==> src/rtl/riscv_pkg.sv <==
// Shared constants and response payload type for the instruction-memory fetch arbiter.
package riscv_pkg;

  localparam int unsigned IM_AW = 32;
  localparam int unsigned IM_DW = 32;

  localparam logic [IM_DW-1:0] NOP_INSTR = 32'h00000013;

  localparam int unsigned PORT_F = 0;
  localparam int unsigned PORT_D = 1;

  typedef struct packed {
    logic             valid;
    logic [IM_AW-1:0] addr;
    logic [IM_DW-1:0] data;
    logic             err;
  } im_resp_t;

endpackage

==> src/rtl/im_resp_reg.sv <==
// Per-port response holding register: loads on grant, clears valid when drained.
// Optional misalignment flag and NOP substitution under MISALIGN_CHK_EN.
module im_resp_reg
  import riscv_pkg::*;
#(
  parameter int unsigned AW = IM_AW,
  parameter int unsigned DW = IM_DW
) (
  input  logic          clk,
  input  logic          rst_n,
  input  logic          load,
  input  logic          ready,
  input  logic [AW-1:0] load_addr,
  input  logic [DW-1:0] load_data,
  output logic          valid,
  output logic [AW-1:0] addr,
  output logic [DW-1:0] data
`ifdef MISALIGN_CHK_EN
  ,
  output logic          err
`endif
);

`ifdef MISALIGN_CHK_EN
  logic misaligned;
  assign misaligned = |load_addr[1:0];

  always_ff @(posedge clk or negedge rst_n) begin
    if (!rst_n) begin
      err <= 1'b0;
    end else if (load) begin
      err <= misaligned;
    end
  end
`endif

  // A load in the same cycle as a drain wins, so the register refills back-to-back.
  always_ff @(posedge clk or negedge rst_n) begin
    if (!rst_n) begin
      valid <= 1'b0;
      addr  <= '0;
      data  <= '0;
    end else if (load) begin
      valid <= 1'b1;
      addr  <= load_addr;
`ifdef MISALIGN_CHK_EN
      data  <= misaligned ? DW'(NOP_INSTR) : load_data;
`else
      data  <= load_data;
`endif
    end else if (valid && ready) begin
      valid <= 1'b0;
    end
  end

endmodule

==> src/rtl/im_fetch_arbiter.sv <==
// Arbitrates the single combinational instruction memory between fetch (F) and debug (D).
// Fetch has priority; a starvation counter forces D through after MAX_WAIT denials. MISALIGN_CHK_EN adds err outputs.
module im_fetch_arbiter
  import riscv_pkg::*;
#(
  parameter int unsigned AW       = IM_AW,
  parameter int unsigned DW       = IM_DW,
  parameter int unsigned MAX_WAIT = 4
) (
  input  logic          clk,
  input  logic          rst_n,
  input  logic          f_req_valid,
  input  logic [AW-1:0] f_req_addr,
  output logic          f_req_ready,
  output logic          f_resp_valid,
  output logic [DW-1:0] f_resp_data,
  output logic [AW-1:0] f_resp_addr,
  input  logic          f_resp_ready,
  input  logic          d_req_valid,
  input  logic [AW-1:0] d_req_addr,
  output logic          d_req_ready,
  output logic          d_resp_valid,
  output logic [DW-1:0] d_resp_data,
  output logic [AW-1:0] d_resp_addr,
  input  logic          d_resp_ready,
  output logic [AW-1:0] im_addr,
  input  logic [DW-1:0] im_rdata
`ifdef MISALIGN_CHK_EN
  ,
  output logic          f_resp_err,
  output logic          d_resp_err
`endif
);

  localparam int unsigned CW = $clog2(MAX_WAIT + 1);

  logic          f_elig;
  logic          d_elig;
  logic [1:0]    gnt;
  logic [CW-1:0] cnt;
  logic          cnt_sat;

  assign f_elig  = f_req_valid && (!f_resp_valid || f_resp_ready);
  assign d_elig  = d_req_valid && (!d_resp_valid || d_resp_ready);
  assign cnt_sat = (cnt == CW'(MAX_WAIT));

  // Fixed priority to F unless D has been denied MAX_WAIT times in a row.
  always_comb begin
    gnt     = 2'b00;
    im_addr = '0;
    if (d_elig && (!f_elig || cnt_sat)) begin
      gnt[PORT_D] = 1'b1;
      im_addr     = d_req_addr;
    end else if (f_elig) begin
      gnt[PORT_F] = 1'b1;
      im_addr     = f_req_addr;
    end
  end

  assign f_req_ready = gnt[PORT_F];
  assign d_req_ready = gnt[PORT_D];

  // Counts consecutive cycles D was eligible but lost to F.
  always_ff @(posedge clk or negedge rst_n) begin
    if (!rst_n) begin
      cnt <= '0;
    end else if (gnt[PORT_D]) begin
      cnt <= '0;
    end else if (d_elig && gnt[PORT_F] && !cnt_sat) begin
      cnt <= cnt + CW'(1);
    end
  end

  im_resp_reg #(.AW(AW), .DW(DW)) u_f_resp (
    .clk       (clk),
    .rst_n     (rst_n),
    .load      (gnt[PORT_F]),
    .ready     (f_resp_ready),
    .load_addr (f_req_addr),
    .load_data (im_rdata),
    .valid     (f_resp_valid),
    .addr      (f_resp_addr),
    .data      (f_resp_data)
`ifdef MISALIGN_CHK_EN
    ,
    .err       (f_resp_err)
`endif
  );

  im_resp_reg #(.AW(AW), .DW(DW)) u_d_resp (
    .clk       (clk),
    .rst_n     (rst_n),
    .load      (gnt[PORT_D]),
    .ready     (d_resp_ready),
    .load_addr (d_req_addr),
    .load_data (im_rdata),
    .valid     (d_resp_valid),
    .addr      (d_resp_addr),
    .data      (d_resp_data)
`ifdef MISALIGN_CHK_EN
    ,
    .err       (d_resp_err)
`endif
  );

endmodule

==> config.mk <==
export PLATFORM = sky130hd
export DESIGN_NAME = im_fetch_arbiter
export DESIGN_NICKNAME = d
export VERILOG_FILES = /design/src/rtl/riscv_pkg.sv /design/src/rtl/im_resp_reg.sv /design/src/rtl/im_fetch_arbiter.sv
export SDC_FILE = /design/constraint.sdc
export NUM_CORES = 1
export LEC_CHECK = 0
export CORE_MARGIN = 2
export CORE_UTILIZATION = 42
export DETAILED_ROUTE_END_ITERATION = 7
export PLACE_DENSITY = 0.81
export SLEW_MARGIN = 5
export SYNTH_ARGS = -nofsm -noshare
export SYNTH_HDL_FRONTEND = slang
export SYNTH_HIERARCHICAL = 1
export SYNTH_SLANG_ARGS = --single-unit
==> constraint.sdc <==
create_clock -name clk -period 2.7 [get_ports clk]
set_input_delay 0.54 -clock clk [delete_from_list [all_inputs] [get_ports clk]]
set_output_delay 0.54 -clock clk [all_outputs]
set_load 0.005 [all_outputs]
==> flow_metrics.tcl, run 1 <==
set metrics [dict create \
    dieWidth_um 122 \
    overflow 0 \
    reg2reg_to "u_d_resp/addr[31]$_DFFE_PN0P_" \
    yosysMostFrequentCell "dfrtp_1" \
    grt_pass1_vias 4637 \
    cts_num_sinks 133 \
    worst_setup_path_start_kind "flip-flop" \
    gp_congestion 0.801 \
    syn-num-nets 444 \
    intPower_mw 5.40 \
    ctsRootBufferMaster "clkbuf_16" \
    cts-htree-levels 4 \
    seqPwrFrac 0.367 \
    slew_headroom 0.588 \
    die_area_um2 14900 \
    cp_common_cell "buf_6" \
    drc 0 \
    period_minus_slack_ns 2.68 \
    final_cell_count_no_fill 850 \
    drt.antenna.violating_nets 0 \
    layout.nets 762 \
    tritoncts "built" \
    powerDensity_nw_per_um2 741 \
    ir_drop_mv 0.382 \
    first_pass_iters 4 \
    synth_flop_cell "dfrtp_1" \
    maxCapViolCount 0 \
    swShare 0.242 \
    final_layout_size_suffix_gt1_frac 0.385 \
    synth_commonest_cells "dfrtp_1, mux2_4, mux2_2" \
    worstMarginPinSlew_ns 0.617 \
    crit_buf_inv 5 \
    worst_ep_required_time_ns 2.16 \
    num_rows 43 \
    routedWlPerCell_um 19.6 \
    drt_wl_total_mm 16.7 \
    clk_path_buf_depth 2 \
    end_kind "output port" \
    hold_viol 0 \
    slowest_stage "dfrtp_1" \
    cp-startpoint "cnt[0]$_DFFE_PN0P_" \
    yosys_warnings 6 \
    drv_slew 0 \
    syn_inst 340 \
    start_util 0.427 \
    timing.final.crit_share 0.992 \
    yosys-top-cells-area "dfrtp_1, mux2_4, mux2_2, a22o_1, buf_6" \
    finalSetupViolCount 0 \
    dpl.cell_count 791 \
    timing.fmax_mhz 374 \
    avgSynthCellArea_um2 17.2 \
    clk_pin_slew_ns 0.06 \
    status "completed" \
    n_antenna_cell 0 \
    synth_area_um2 5850 \
    hpwl_mm 11.4 \
    finClkSkew_ns 0.00838 \
    grt_antenna_before_repair 0 \
    worstSetupPathType "reg -> out" \
    clock_latency_ns 0.41 \
    synth_area_leader_cell "dfrtp_1" \
    crit_family "buffers and inverters" \
    postLayoutCoreUtil 0.701 \
    grt_pass1_wl_mm 25.9 \
    yosysUniqueCellTypes 23 \
    grt_use_total 0.230 \
    p_leak_nw 4.38 \
    worstPathMaxFanout 8 \
    synth-edff-count 0 \
    reg2reg_slack_ns 0.35 \
    num-fill-cells 935 \
    synth_top_area_frac 0.569 \
    drtIter0Drc 164 \
    ios 266 \
    synth-seq-cells 133 \
    hold_path.class "in -> async" \
    cts_buffers 17 \
    rsz0062_at_grt "true" \
    num_vias 4186 \
    reg2regPathDepth 11 \
    cp_cell_sequence "inv_2 -> ha_4 -> nand2_4 -> a311oi_4 -> buf_6 -> buf_12 -> buf_6 -> a22o_1 -> clkbuf_2" \
    crit_arrival_ns 2.14 \
    die_h_um 122 \
    holdWs_ns 0.138 \
    synthArstFlopShare 1.00 \
    areaGrowthSynthToFinish_pct 64.2 \
    cts_hold_buf 0 \
    reg2reg_from "cnt[0]$_DFFE_PN0P_" \
    clockPowerShare 0.333 \
    grt_max_degree 64 \
    io_buffers 265 \
    via_per_inst 4.92 \
    yosysSeqAreaShare 0.569 \
    p_total_mw 7.12 \
    cp_slowest_stage_delay_ns 0.40 \
    core_area_um2 13700 \
    p_switching_mw 1.72 \
    p_comb_frac 0.301 \
]
## layout make-up
class	instances	area [µm²]	share of cell area
Inverter	6	22.5	0.00234
Clock buffer	22	484	0.0504
Tap cell	180	225	0.0234
Multi-Input combinational cell	181	2330	0.242
Timing Repair Buffer	319	3100	0.322
Sequential cell	133	3330	0.346
Clock inverter	9	125	0.0130
## sequential cells by signal, indices dropped and copies added, names as in the netlist
signal / flops
u_d_resp/valid: 1
u_f_resp/data: 32
u_f_resp/addr: 32
cnt: 3
u_d_resp/addr: 32
u_d_resp/data: 32
u_f_resp/valid: 1
## cell usage in the layout (no fill, tap or decap), drive strengths merged
cell,n
nand2b,2
o22ai,1
clkbuf,35
clkinvlp,2
ha,2
clkinv,4
dlymetal6s2s,1
nand3,1
inv,6
o21ai,4
dfrtp,133
nand2,1
dlygate4sd2,9
clkdlybuf4s50,226
nand4,2
a21o,2
buf,70
nor2b,1
mux2,128
bufinv,3
nor2,1
or3,1
o311a,1
a22o,32
a311oi,2
## logic make-up after synthesis
logic type | synth area share
AND/OR/NAND/NOR | 0.0115
AO/OA/AOI/OAI | 0.0663
adder cells (fa/ha/maj) | 0.00427
buffers and inverters | 0.0402
flip-flops | 0.569
multiplexers | 0.309
## routing by layer
layer	part of all wire	track usage
met1	0.40	0.276
met2	0.51	0.391
met3	0.062	0.0590
met4	0.025	0.0991
met5	0	0
## worst register-to-register path, cell delays in order, from the launching register on
cell and delay (ns):
dfrtp_1 0.40, inv_2 0.08, ha_4 0.15, nand2_4 0.07, a311oi_4 0.33, buf_4 0.20
buf_16 0.12, buf_8 0.11, buf_4 0.10, buf_4 0.10, buf_4 0.21, mux2_2 0.35
## power by group through the flow
stage	combinational, mW	sequential (mW)	clock, mW
final	2.14	2.61	2.37
after CTS	2.14	2.61	2.41
after global placement	2.02	2.61	0
after floorplan	0.781	2.64	0
after detailed placement	2.06	2.63	0
after global routing	2.27	2.66	2.51
## timing repair
action,CTS,global route
gates resized for setup,96,40
buffers inserted,22,5
setup endpoints to repair,34,32
cloned,4,0
pin swaps,8,9
## worst max-delay path by stage
stage	endpoint	cells after the start
6_report	im_addr[29]	9
5_1_grt	im_addr[21]	9
4_1_cts	im_addr[0]	9
3_5_place_dp	im_addr[5]	6
3_3_place_gp	im_addr[1]	6
2_1_floorplan	u_d_resp/addr[0]$_DFFE_PN0P_	8
## per-stage QoR
step | instance area, µm² | TNS [ns] | setup slack, ns
final | 9610 | 0 | 0.0227
after floorplan | 5850 | 0 | 0.653
after global routing | 9610 | -0.444 | -0.0582
after CTS | 9630 | -0.235 | -0.106
after detailed placement | 8770 | -9.44 | -0.331
after global placement | 8770 | -7.79 | -0.250
Power figures use the tool's default switching activity.
==> run 2, diff against run 1 <==
--- a/config.mk
+++ b/config.mk
@@ -5,7 +5,6 @@
 export SDC_FILE = /design/constraint.sdc
 export NUM_CORES = 1
 export LEC_CHECK = 0
-export CORE_MARGIN = 2
 export CORE_UTILIZATION = 42
 export DETAILED_ROUTE_END_ITERATION = 7
 export PLACE_DENSITY = 0.81
==> run 2 against run 1 <==
The flow now finishes with violations (setup timing). Clock power is 8% higher. Largest cell class unchanged. Combinational power grew 3%. Power increased by 3.6%. Global-route usage increased by 2.7 points. Critical path type unchanged. Critical path depth rose by 2. Cell area up 1.7%. Clock-buffer cell count shrank 4.
==> flow_metrics.tcl, run 2 (synthesized netlist as in run 1, its figures left out) <==
set metrics [dict create \
    mostFrequentLayoutCell "clkdlybuf4s50_1" \
    num_rows 42 \
    slew_headroom 0.710 \
    core_area_um2 13400 \
    timing.fmax_mhz 364 \
    io_buffers 265 \
    rsz0062_at_grt "true" \
    grt_pass1_wl_mm 27.6 \
    grt_pass1_vias 4816 \
    worst_setup_path_start_kind "flip-flop" \
    cp_cell_sequence "inv_2 -> ha_4 -> nand2_4 -> a311oi_4 -> buf_6 -> buf_12 -> buf_16 -> buf_6 -> buf_6 -> a22o_1 -> buf_2" \
    via_per_inst 5.09 \
    powerDensity_nw_per_um2 754 \
    num-fill-cells 856 \
    cts_buffers 17 \
    cp_slowest_stage_delay_ns 0.39 \
    ios 266 \
    worstMarginPinSlew_ns 0.434 \
    first_pass_iters 6 \
    final_cell_count_no_fill 855 \
    timing.final.crit_share 1.02 \
    die_h_um 120 \
    clk_pin_slew_ns 0.06 \
    grt_max_degree 66 \
    worst_ep_required_time_ns 2.16 \
    dpl.cell_count 790 \
    crit_arrival_ns 2.21 \
    period_minus_slack_ns 2.75 \
    p_leak_nw 4.46 \
    reg2regPathDepth 11 \
    setup_slack_ns -0.0504 \
    areaGrowthSynthToFinish_pct 67.1 \
    drt.antenna.violating_nets 0 \
    hpwl_mm 11.8 \
    cp_common_cell "buf_6" \
    drv_slew 0 \
    status "complete, but fails checks" \
    final_cell_mix "clkdlybuf4s50_1, dfrtp_1, mux2_4, buf_4, mux2_2" \
    hold_viol 0 \
    violations "setup timing" \
    drtIter0Drc 209 \
    overflow 0 \
    stdcell_area_um2 9780 \
    worstPathMaxFanout 5 \
    grt_use_total 0.257 \
    finalSetupViolCount 11 \
    layout.nets 770 \
    gp_congestion 0.800 \
    holdWs_ns 0.0553 \
    start_util 0.437 \
    num_vias 4351 \
    die_area_um2 14400 \
    cts_num_sinks 133 \
    reg2reg_slack_ns 0.34 \
    worstSetupPathType "reg -> out" \
    hold_path.class "in -> async" \
    dieWidth_um 120 \
    drt_wl_total_mm 18.0 \
    maxCapViolCount 0 \
    ir_drop_mv 0.447 \
    tritoncts "built" \
    clk_path_buf_depth 2 \
    ctsRootBufferMaster "clkbuf_16" \
    p_total_mw 7.38 \
    drc 0 \
    finClkSkew_ns 0.0105 \
    placed_cell_area_um2 8780 \
    postLayoutCoreUtil 0.730 \
    clock_latency_ns 0.41 \
    grt_antenna_before_repair 0 \
    n_antenna_cell 0 \
    slowest_stage "dfrtp_1" \
    routedWlPerCell_um 21.0 \
    final_layout_size_suffix_gt1_frac 0.399 \
    end_kind "output port" \
    cts-htree-levels 4 \
]
[run 2: cell types whose count changed in the layout (fill, tap and decap cells not counted), moves of 2 or more]
cell,previous run,this run
buf_16,3,5
buf_12,6,10
bufinv_16,3,5
clkinv_2,4,1
clkinv_4,0,2
dlygate4sd2_1,9,6
clkbuf_2,13,6
clkbuf_8,4,1
inv_6,0,3
buf_2,12,22
buf_4,37,41
[run 2: per-layer routing]
layer  up-vias  track usage  share of wire
met5         -            0              0
met4         0        0.113          0.016
met3        16       0.0741          0.064
met2       194        0.441           0.53
met1      2239        0.298           0.39
li1       1902            -              -
[run 2: layout make-up]
class                      instances  area [µm²]  share of cell area
multi-input combinational        181        2320               0.237
inverter                           6        22.5             0.00230
sequential                       133        3330               0.340
tap                              176         220              0.0225
timing repair buffer             327        3230               0.330
clock buffer                      18         439              0.0449
clock inverter                    14         221              0.0226
[run 2: final timing paths]
| path | endpoint | start |
|---|---|---|
| min reg2reg | u_d_resp/data[1]$_DFFE_PN0P_ | u_d_resp/data[1]$_DFFE_PN0P_ |
| min | u_f_resp/addr[0]$_DFFE_PN0P_ | rst_n |
| min in group clk | u_d_resp/data[1]$_DFFE_PN0P_ | u_d_resp/data[1]$_DFFE_PN0P_ |
| max reg2reg | u_d_resp/addr[9]$_DFFE_PN0P_ | cnt[0]$_DFFE_PN0P_ |
| max | im_addr[14] | cnt[0]$_DFFE_PN0P_ |
| max in group asynchronous | u_d_resp/addr[21]$_DFFE_PN0P_ | rst_n |
[run 2: power by group]
part | total [mW] | switching [mW] | internal [mW]
clock network | 2.56 | 0.883 | 1.67
registers | 2.61 | 0.231 | 2.38
logic | 2.21 | 0.697 | 1.51
total | 7.38 | 1.81 | 5.56
[run 2: repair_timing]
action / in CTS / in global routing
setup buffers: 23 / 6
pin swaps: 9 / 13
setup endpoints to repair: 34 / 31
gates cloned: 6 / 0
gates resized for setup: 135 / 15
hold buffers: 0 / 0
[run 2: critical path: cells and delay by family (launching register included)]
family	cells	cell delay, ns
simple gates	1	0.06
fa+ha+maj	1	0.15
buf+inv	7	0.75
compound gates	2	0.43
flops	1	0.39
[run 2: stage by stage]
step | setup WS, ns | TNS, ns
after floorplan | 0.653 | 0
after CTS | -0.0910 | -1.06
final | -0.0504 | -0.162
after detailed placement | -0.283 | -8.44
after global routing | -0.142 | -1.51
after global placement | -0.232 | -7.20
==> run 3, diff against run 2 <==
--- a/config.mk
+++ b/config.mk
@@ -5,9 +5,9 @@
 export SDC_FILE = /design/constraint.sdc
 export NUM_CORES = 1
 export LEC_CHECK = 0
-export CORE_UTILIZATION = 42
+export CORE_UTILIZATION = 40
 export DETAILED_ROUTE_END_ITERATION = 7
-export PLACE_DENSITY = 0.81
+export PLACE_DENSITY = 0.78
 export SLEW_MARGIN = 5
 export SYNTH_ARGS = -nofsm -noshare
 export SYNTH_HDL_FRONTEND = slang
==> constraint.sdc (replaced) <==
create_clock -name clk -period 2.7 [get_ports clk]
set_input_delay 0.405 -clock clk [delete_from_list [all_inputs] [get_ports clk]]
set_output_delay 0.405 -clock clk [all_outputs]
set_load 0.005 [all_outputs]
==> run 3 against run 2 <==
The flow now finishes without violations. Clock-buffer cell count is 3 higher. Combinational power down 5%. Final cell count decreased by 2.5%. Global-route usage down 4.2 points. Cell area decreased by 2.4%. Clock skew fell by 0.0013 ns. Worst hold slack gained 0.45 ns. Critical path type is now in -> out. Critical endpoint is now im_addr[6]. Largest power group unchanged.
==> flow_metrics.tcl, run 3 (synthesized netlist as in run 1, its figures left out) <==
set metrics [dict create \
    status "completed" \
    crit_arrival_ns 2.21 \
    cp-startpoint "d_resp_ready" \
    mostFrequentLayoutCell "clkdlybuf4s50_1" \
    io_buffers 265 \
    cp_common_cell "buf_4" \
    final_cell_mix "clkdlybuf4s50_1, dfrtp_1, mux2_4, mux2_2, buf_4" \
    timing.fmax_mhz 383 \
    dp_slack_ns -0.0395 \
    powerDensity_nw_per_um2 762 \
    grt_pass1_vias 4481 \
    num_rows 43 \
    n_antenna_cell 0 \
    cts-htree-levels 4 \
    finClkSkew_ns 0.00917 \
    hpwl_mm 11.0 \
    slowest_stage "clkdlybuf4s50_1" \
    die_area_um2 15100 \
    ir_drop_mv 0.485 \
    core_area_um2 14100 \
    tritoncts "built" \
    drv_slew 0 \
    grt_use_total 0.215 \
    ctsRootBufferMaster "clkbuf_16" \
    end_kind "output port" \
    routedWlPerCell_um 19.3 \
    reg2reg_slack_ns 0.30 \
    gp_congestion 0.838 \
    dieWidth_um 123 \
    clk_pin_slew_ns 0.05 \
    reg2reg_from "cnt[1]$_DFFE_PN0P_" \
    dpl.cell_count 783 \
    clock_latency_ns 0.42 \
    areaGrowthSynthToFinish_pct 63.0 \
    crit_family "buffers and inverters" \
    worstMarginPinSlew_ns 0.572 \
    multi_input_area_um2 2310 \
    timing.final.crit_share 0.967 \
    p_leak_nw 4.32 \
    slew_headroom 0.619 \
    die_h_um 123 \
    grt_max_degree 71 \
    num-fill-cells 986 \
    stdcell_area_um2 9540 \
    setup_slack_ns 0.0896 \
    cts_num_sinks 133 \
    start_util 0.415 \
    worst_setup_path_start_kind "input pin" \
    tns_ns 0 \
    drt_wl_total_mm 16.1 \
    grt_antenna_before_repair 0 \
    ios 266 \
    maxCapViolCount 0 \
    num_vias 4116 \
    final_cell_count_no_fill 834 \
    finalSetupViolCount 0 \
    crit_buf_inv 6 \
    cp_cell_sequence "clkdlybuf4s50_1 -> nor2b_4 -> a311oi_4 -> buf_6 -> buf_4 -> buf_12 -> buf_4 -> a22o_1 -> dlygate4sd2_1" \
    clk_path_buf_depth 2 \
    placed_cell_area_um2 8700 \
    cp_slowest_stage_delay_ns 0.47 \
    worst_ep_required_time_ns 2.30 \
    first_pass_iters 4 \
    drt.antenna.violating_nets 0 \
    ff_latch_area_um2 3330 \
    layout.nets 745 \
    final_layout_size_suffix_gt1_frac 0.338 \
    grt_pass1_wl_mm 24.0 \
    drtIter0Drc 119 \
    overflow 0 \
    worstPathMaxFanout 9 \
    hold_path.class "reg -> reg" \
    hold_path.startpoint "u_d_resp/addr[31]$_DFFE_PN0P_" \
    cts_buffers 17 \
    via_per_inst 4.94 \
    worstSetupPathType "in -> out" \
    drc 0 \
    hold_viol 0 \
    period_minus_slack_ns 2.61 \
    postLayoutCoreUtil 0.677 \
]
[run 3: changes by cell type in the layout (fill, tap and decap cells not counted), sizes merged]
cell	change
buf	-43
clkbuf	-2
clkdlybuf4s15	+1
clkdlybuf4s50	+5
clkinvlp	-1
dlygate4sd2	+16
dlygate4sd3	+1
inv	-2
[run 3: worst reg2reg max path, cell delays in order, from the launching register on]
cell,delay (ns)
dfrtp_1,0.39
inv_2,0.08
ha_4,0.14
nand2_4,0.06
a311oi_4,0.26
buf_6,0.15
buf_12,0.10
buf_6,0.10
buf_16,0.12
buf_4,0.13
buf_4,0.35
mux2_2,0.40
[run 3: through the flow]
stage / total power [mW] / hold slack (ns)
after floorplan: 3.42 / 0.109
after global placement: 4.62 / 0.439
after detailed placement: 4.68 / 0.447
after CTS: 7.33 / 0.509
after global routing: 7.57 / 0.518
final: 7.27 / 0.507
[run 3: repair_timing]
item,in CTS,in global routing
hold buffers,1,0
gates cloned,2,0
buffers inserted,14,2
hold endpoints to repair,5,0
endpoints found under the setup margin,33,14
gates resized for setup,64,6
pin swaps,7,0
[run 3: area by class of cell]
class,count,area share
sequential,133,0.349
timing repair buffer,302,0.313
multi-input combinational,181,0.242
clock buffer,21,0.0493
tap,180,0.0236
clock inverter,11,0.0206
inverter,6,0.00236
[run 3: final timing paths]
kind / depth (start not counted) / endpoint
setup / recovery: 9 / im_addr[6]
hold / removal: 1 / u_d_resp/addr[31]$_DFFE_PN0P_
setup reg to reg: 11 / u_d_resp/data[0]$_DFFE_PN0P_
hold reg to reg: 1 / u_d_resp/addr[31]$_DFFE_PN0P_
max in group asynchronous: 3 / u_d_resp/data[18]$_DFFE_PN0P_
min in group asynchronous: 2 / u_d_resp/valid$_DFFE_PN0P_
[run 3: routing by layer]
layer  vias up  track usage  wire, µm  share of wire
li1       1843            -         -              -
met5         -            0         0              0
met3        26       0.0733      1250          0.078
met1      2059        0.236      6130           0.38
met2       188        0.374      8330           0.52
met4         0       0.0983       355          0.022
[run 3: report_power, final]
group | internal, mW | switching, mW
Sequential | 2.38 | 0.232
Combinational | 1.45 | 0.641
Clock | 1.72 | 0.858
Total | 5.54 | 1.73
